--- src/rtl/facpe_scan_pkg.sv ---
// Shared types and default sizes for the scan sequencer and its capture register.
package facpe_scan_pkg;

    localparam int SCAN_CHAIN_LEN = 64;
    localparam int SCAN_WORD_W    = 32;
    localparam int SCAN_NUM_WORDS = SCAN_CHAIN_LEN / SCAN_WORD_W;

    typedef enum logic [2:0] {
        ST_IDLE,
        ST_REQ,
        ST_WAIT_C,
        ST_ACK,
        ST_SCAN,
        ST_DUMP,
        ST_FIN
    } state_e;

endpackage

--- src/rtl/facpe_scan_capture.sv ---
// Capture register for the DUT scan chain plus the word-select mux used while dumping.
module facpe_scan_capture
    import facpe_scan_pkg::*;
#(
    parameter int CHAIN_LEN = SCAN_CHAIN_LEN,
    parameter int WORD_W    = SCAN_WORD_W,
    parameter int IDX_W     = 1
) (
    input  logic              clk,
    input  logic              reset,
    input  logic              shift_en,
    input  logic              shift_in,
    input  logic [IDX_W-1:0]  word_idx,
    output logic [WORD_W-1:0] word
);

    localparam int NUM_WORDS = CHAIN_LEN / WORD_W;

    logic [CHAIN_LEN-1:0]                 cap;
    logic [NUM_WORDS-1:0][WORD_W-1:0]     words;

    // Shift in at the MSB so the first bit captured ends up in bit 0 of word 0.
    always_ff @(posedge clk or negedge reset) begin
        if (!reset)
            cap <= '0;
        else if (shift_en)
            cap <= {shift_in, cap[CHAIN_LEN-1:1]};
    end

    assign words = cap;
    assign word  = words[word_idx];

endmodule

--- src/rtl/facpe_scan_sequencer.sv ---
// Runs one DUT operation, then shifts out and streams the DUT scan chain.
// Build option FACPE_SCAN_RESTORE_EN recirculates sout onto sin for a non-destructive scan.
module facpe_scan_sequencer
    import facpe_scan_pkg::*;
#(
    parameter int CHAIN_LEN = SCAN_CHAIN_LEN,
    parameter int WORD_W    = SCAN_WORD_W,
    parameter int TIMEOUT   = 255
) (
    input  logic              clk,
    input  logic              reset,
    input  logic              start,
    input  logic              skip_op,
    input  logic              scan_fill,
    output logic              busy,
    output logic              done,
    output logic              err,
    output logic [WORD_W-1:0] snap_data,
    output logic              snap_valid,
    input  logic              snap_ready,
    output logic              val_op,
    input  logic              op_ack,
    input  logic              op_commit,
    output logic              commit_ack,
    output logic              sen,
    output logic              scan_ce,
    output logic              sin,
    input  logic              sout
);

    localparam int NUM_WORDS = CHAIN_LEN / WORD_W;
    localparam int IDX_W     = (NUM_WORDS > 1) ? $clog2(NUM_WORDS) : 1;
    localparam int BIT_W     = $clog2(CHAIN_LEN + 1);
    localparam int TO_W      = $clog2(TIMEOUT + 1);

    state_e              state, state_nxt;
    logic [BIT_W-1:0]    bit_cnt;
    logic [TO_W-1:0]     tcnt;
    logic [IDX_W-1:0]    widx, widx_sel;
    logic [WORD_W-1:0]   cap_word;
    logic                xfer, last_word, scan_last, tmo, abort;
    logic                busy_d, done_d, err_d, val_op_d, commit_ack_d, scan_d;

    assign xfer      = snap_valid && snap_ready;
    assign last_word = (widx == IDX_W'(NUM_WORDS - 1));
    assign scan_last = (bit_cnt == BIT_W'(CHAIN_LEN - 1));
    assign tmo       = (tcnt == TO_W'(TIMEOUT - 1));
    // A handshake arriving on the last allowed cycle still wins over the timeout.
    assign abort     = tmo && (((state == ST_REQ) && !op_ack) ||
                               ((state == ST_WAIT_C) && !op_commit));

    always_ff @(posedge clk or negedge reset) begin
        if (!reset)
            state <= ST_IDLE;
        else
            state <= state_nxt;
    end

    always_comb begin
        state_nxt = state;
        case (state)
            ST_IDLE:   if (start) state_nxt = skip_op ? ST_SCAN : ST_REQ;
            ST_REQ:    if (op_ack) state_nxt = ST_WAIT_C;
                       else if (abort) state_nxt = ST_FIN;
            ST_WAIT_C: if (op_commit) state_nxt = ST_ACK;
                       else if (abort) state_nxt = ST_FIN;
            ST_ACK:    state_nxt = ST_SCAN;
            ST_SCAN:   if (scan_last) state_nxt = ST_DUMP;
            ST_DUMP:   if (xfer && last_word) state_nxt = ST_FIN;
            ST_FIN:    state_nxt = ST_IDLE;
            default:   state_nxt = ST_IDLE;
        endcase
    end

    // Outputs are decoded from the next state and registered, so they line up with state.
    always_comb begin
        val_op_d     = (state_nxt == ST_REQ);
        commit_ack_d = (state_nxt == ST_ACK);
        scan_d       = (state_nxt == ST_SCAN);
        done_d       = (state_nxt == ST_FIN);
        busy_d       = (state_nxt != ST_IDLE);
        err_d        = err;
        if ((state == ST_IDLE) && start)
            err_d = 1'b0;
        else if (abort)
            err_d = 1'b1;
    end

    always_ff @(posedge clk or negedge reset) begin
        if (!reset) begin
            val_op     <= 1'b0;
            commit_ack <= 1'b0;
            sen        <= 1'b0;
            scan_ce    <= 1'b0;
            done       <= 1'b0;
            busy       <= 1'b0;
            err        <= 1'b0;
        end else begin
            val_op     <= val_op_d;
            commit_ack <= commit_ack_d;
            sen        <= scan_d;
            scan_ce    <= scan_d;
            done       <= done_d;
            busy       <= busy_d;
            err        <= err_d;
        end
    end

    always_ff @(posedge clk or negedge reset) begin
        if (!reset) begin
            tcnt    <= '0;
            bit_cnt <= '0;
        end else begin
            if (state_nxt != state)
                tcnt <= '0;
            else if ((state == ST_REQ) || (state == ST_WAIT_C))
                tcnt <= tcnt + TO_W'(1);
            if (state == ST_SCAN)
                bit_cnt <= bit_cnt + BIT_W'(1);
            else
                bit_cnt <= '0;
        end
    end

`ifdef FACPE_SCAN_RESTORE_EN
    logic unused_scan_fill;
    assign unused_scan_fill = scan_fill;
    // Combinational loop-back through the DUT chain; gated so sin idles low.
    assign sin = sen & sout;
`else
    always_ff @(posedge clk or negedge reset) begin
        if (!reset)
            sin <= 1'b0;
        else
            sin <= scan_d ? scan_fill : 1'b0;
    end
`endif

    // First DUMP cycle only loads word 0; each transfer preloads the following word.
    assign widx_sel = xfer ? widx + IDX_W'(1) : widx;

    always_ff @(posedge clk or negedge reset) begin
        if (!reset) begin
            snap_valid <= 1'b0;
            snap_data  <= '0;
            widx       <= '0;
        end else if (state != ST_DUMP) begin
            snap_valid <= 1'b0;
            widx       <= '0;
        end else if (!snap_valid) begin
            snap_valid <= 1'b1;
            snap_data  <= cap_word;
        end else if (snap_ready) begin
            if (last_word) begin
                snap_valid <= 1'b0;
            end else begin
                snap_data <= cap_word;
                widx      <= widx_sel;
            end
        end
    end

    facpe_scan_capture #(
        .CHAIN_LEN (CHAIN_LEN),
        .WORD_W    (WORD_W),
        .IDX_W     (IDX_W)
    ) u_capture (
        .clk      (clk),
        .reset    (reset),
        .shift_en (scan_ce),
        .shift_in (sout),
        .word_idx (widx_sel),
        .word     (cap_word)
    );

endmodule
--- config.mk ---
export PLATFORM = sky130hd
export DESIGN_NAME = facpe_scan_sequencer
export DESIGN_NICKNAME = d
export VERILOG_FILES = /design/src/rtl/facpe_scan_pkg.sv /design/src/rtl/facpe_scan_capture.sv /design/src/rtl/facpe_scan_sequencer.sv
export SDC_FILE = /design/constraint.sdc
export NUM_CORES = 1
export LEC_CHECK = 0
export CORE_AREA = 2 2 101 103
export CTS_BUF_LIST = sky130_fd_sc_hd__clkbuf_16
export CTS_CLUSTER_DIAMETER = 50
export DETAILED_ROUTE_END_ITERATION = 10
export DIE_AREA = 0 0 103 105
export MAX_ROUTING_LAYER = met4
export PLACE_DENSITY = 0.76
export SETUP_SLACK_MARGIN = 0.2
export SYNTH_ARGS = -nofsm -noshare
export SYNTH_HDL_FRONTEND = slang
export SYNTH_SLANG_ARGS = --single-unit
--- constraint.sdc ---
create_clock -name clk -period 2.52 [get_ports clk]
set_input_delay 0.504 -clock clk [delete_from_list [all_inputs] [get_ports clk]]
set_output_delay 0.504 -clock clk [all_outputs]
set_load 0.005 [all_outputs]
==> reports/results.ini <==
[status]
outcome = complete, no violations

[yosys]
synth_area_sq_um = 5270
synth_area_per_cell_sq_um = 12.8
synth.net_count = 425
synth_enable_flop_cells = 0
ys_ff_latch = 123
ys_async_sr_fraction_pct = 100
synth_cell_types = 43
synthFlopType = dfrtp_1
synth_seq_area_share_pct = 58.4
synthCells = 411
synth_warnings = 0

[floorplan]
dieArea_sq_um = 10800
dieHeight_um = 105
initial_core_util_pct = 54.6
pin_count = 50
coreArea_sq_um = 9640
row_count = 36
die_w_um = 103

[clock_tree]
cts_root_buf = clkbuf_16
ctsLongestPathBuffers = 2
cts_buffers = 17
post_cts_resized = 0
clk_pin_slew_ns = 0.06
cts.sinks = 123
cts_max_level = 4
clk_latency_ns = 0.40
cts_tree = yes

[timing]
rsz0062_at_grt = false
maxSlewViolCount = 0
fin_skew_ns = 0.00969
post-route-period-util_pct = 86.9
finalHoldViolations = 0
slew_headroom_pct = 46.4
setup_violations = 0
whs_ns = 0.465
tightest_slew_ns = 0.804
clock.fmax_mhz = 456
setup_tns_ns = 0
final.min_clock_period_ns = 2.19

[drt]
drt_iter0_drc = 150
top_layer_used = met4
via_per_inst = 5.27
drc = 0
wl_per_cell_um = 15.3
num_vias = 3256
met1_length_mm = 4.49
firstDrtPassIters = 4
wl_mm = 9.47
routed-wl-met3_um = 297
wl_met2_mm = 4.58
detail-route-antenna-nets = 0

[worst_setup_path]
cp_slowest_cell = clkdlybuf4s50_1
slowest_delay_ns = 0.47
critical_path_class = input port to flip-flop
crit_arrival_ns = 2.53
ff2ff_path_depth = 5
cp-end-kind = flip-flop
crit_path_cell_trace = clkdlybuf4s50_1 -> and2_1 -> ha_1 -> inv_1 -> a221o_1 -> a2111oi_1 -> buf_4 -> and4_1
r2r_start = state[1]$_DFF_PN0_
critPathBufInv = 3
cp_top_family = compound AO/OA/AOI/OAI gates
critPathRequiredTime_ns = 2.86
r2r_end = tcnt[6]$_DFFE_PN0P_
startpoint_type = input port
rrSetupSlack_ns = 0.34
path_max_fanout = 3

[placed_design]
place.gp.congestion = 0.876
dp_hpwl_mm = 5.88
port-buffer-count = 49

[min_path]
hold_path.class = input port to asynchronous set/reset pin

[global_routing]
grt_first_pass_wirelength_mm = 16.0
grt.overflow.total = 0
grt_max_degree = 82
track_usage_pct = 19.8
grt_pass1_vias = 3251
antenna_found_initial = 0

[final_layout]
nets = 487
antenna_cells = 0
mostFrequentLayoutCell = dfrtp_1
mostFrequentLayoutCells = dfrtp_1, mux2_2, clkdlybuf4s50_1
area_growth_pct = 25.0
seqCellArea_sq_um = 3080
post_route_cells_drive_above_1_share_pct = 24.5
multiInputGateArea_sq_um = 2060
num-fill-cells = 733
final_core_util_pct = 68.3

[power_and_ir_drop]
p_leak_nw = 2.85
ir_drop_mv = 0.697
power_density_nw_per_um2 = 1200

[run]
max_cap_violations = 0

==> repair_timing <==
item	CTS	global route
hold endpoints to repair	7	0
hold buffers	1	0
setup buffers	0	0
==> how the worst max path moves through the flow <==
stage                           from             endpoint  slack, ns  cells after the start
after global placement    snap_ready  tcnt[1]$_DFFE_PN0P_     -0.005                      8
after floorplan           snap_ready  tcnt[0]$_DFFE_PN0P_       0.33                      7
after global routing      snap_ready  tcnt[6]$_DFFE_PN0P_       0.25                      8
after detailed placement  snap_ready        sin$_DFF_PN0_      -0.08                      8
final                     snap_ready        sin$_DFF_PN0_       0.33                      8
after CTS                 snap_ready        sin$_DFF_PN0_       0.33                      8
==> flip-flops by register name (all words and copies together), names as in the netlist, 3 cells and up <==
name	count
u_capture.cap	64
snap_data	32
tcnt	8
bit_cnt	7
state	3
==> report_power, final <==
part | internal (mW) | total (mW) | leakage, nW | switching, mW
Sequential | 2.66 | 3.11 | 1.55 | 0.442
Clock | 1.52 | 2.34 | 0.286 | 0.822
Combinational | 1.42 | 2.46 | 1.01 | 1.04
==> per-stage QoR <==
stage               std cells  setup WS, ns  instance area (sq um)  power, mW
floorplan                 411         0.334                   5270       4.56
global route              618         0.250                   6590       8.38
CTS                       618         0.333                   6590       7.98
global placement          586      -0.00544                   6010       5.51
finish                    618         0.329                   6590       7.90
detailed placement        586       -0.0839                   6010       5.61
==> layout make-up <==
cell class,instances,share of cell area (%)
Sequential cell,123,46.8
Multi-Input combinational cell,257,31.3
Timing Repair Buffer,67,10.5
Clock buffer,17,6.46
Tap cell,133,2.53
Clock inverter,14,2.11
Inverter,7,0.399
==> layer usage <==
layer | global-route usage, % | vias to the layer above
li1 | - | 1584
met1 | 26.3 | 1605
met2 | 29.4 | 56
met3 | 5.42 | 11
met4 | 7.05 | 0
met5 | - | -
==> cells by family after synthesis <==
kind of cell    share of synthesized area (%)
buf+inv                                  2.64
mux                                      20.0
fa+ha+maj                                1.19
simple gates                             8.43
compound gates                           7.53
flops                                    58.4
xor+xnor                                 1.83
==> synth_stat cells (2+ instances only) <==
cell type  instances  area (sq um)
nor4bb_1           2          20.0
buf_2              3          15.0
mux2_2            64           721
xor2_1             2          17.5
nand3b_1           2          15.0
clkbuf_1          17          63.8
or3_1              3          18.8
nor3_1             4          20.0
a21oi_1           36           180
o21a_1             2          15.0
a211o_1            2          17.5
nand2_1            5          18.8
nor4b_1            3          26.3
dfrtp_1          123          3080
buf_6              2          22.5
o21ai_0            3          15.0
nor2_1            43           161
nand4_1            2          12.5
ha_1               5          62.6
or3b_1             2          17.5
nor2b_1            2          12.5
xnor2_1            9          78.8
mux2i_1           33           330
inv_1              7          26.3
or4b_1             2          20.0
a211oi_2           9           113
nand3_1            5          25.0
nand2b_1           4          25.0
Power figures use the tool's default switching activity.
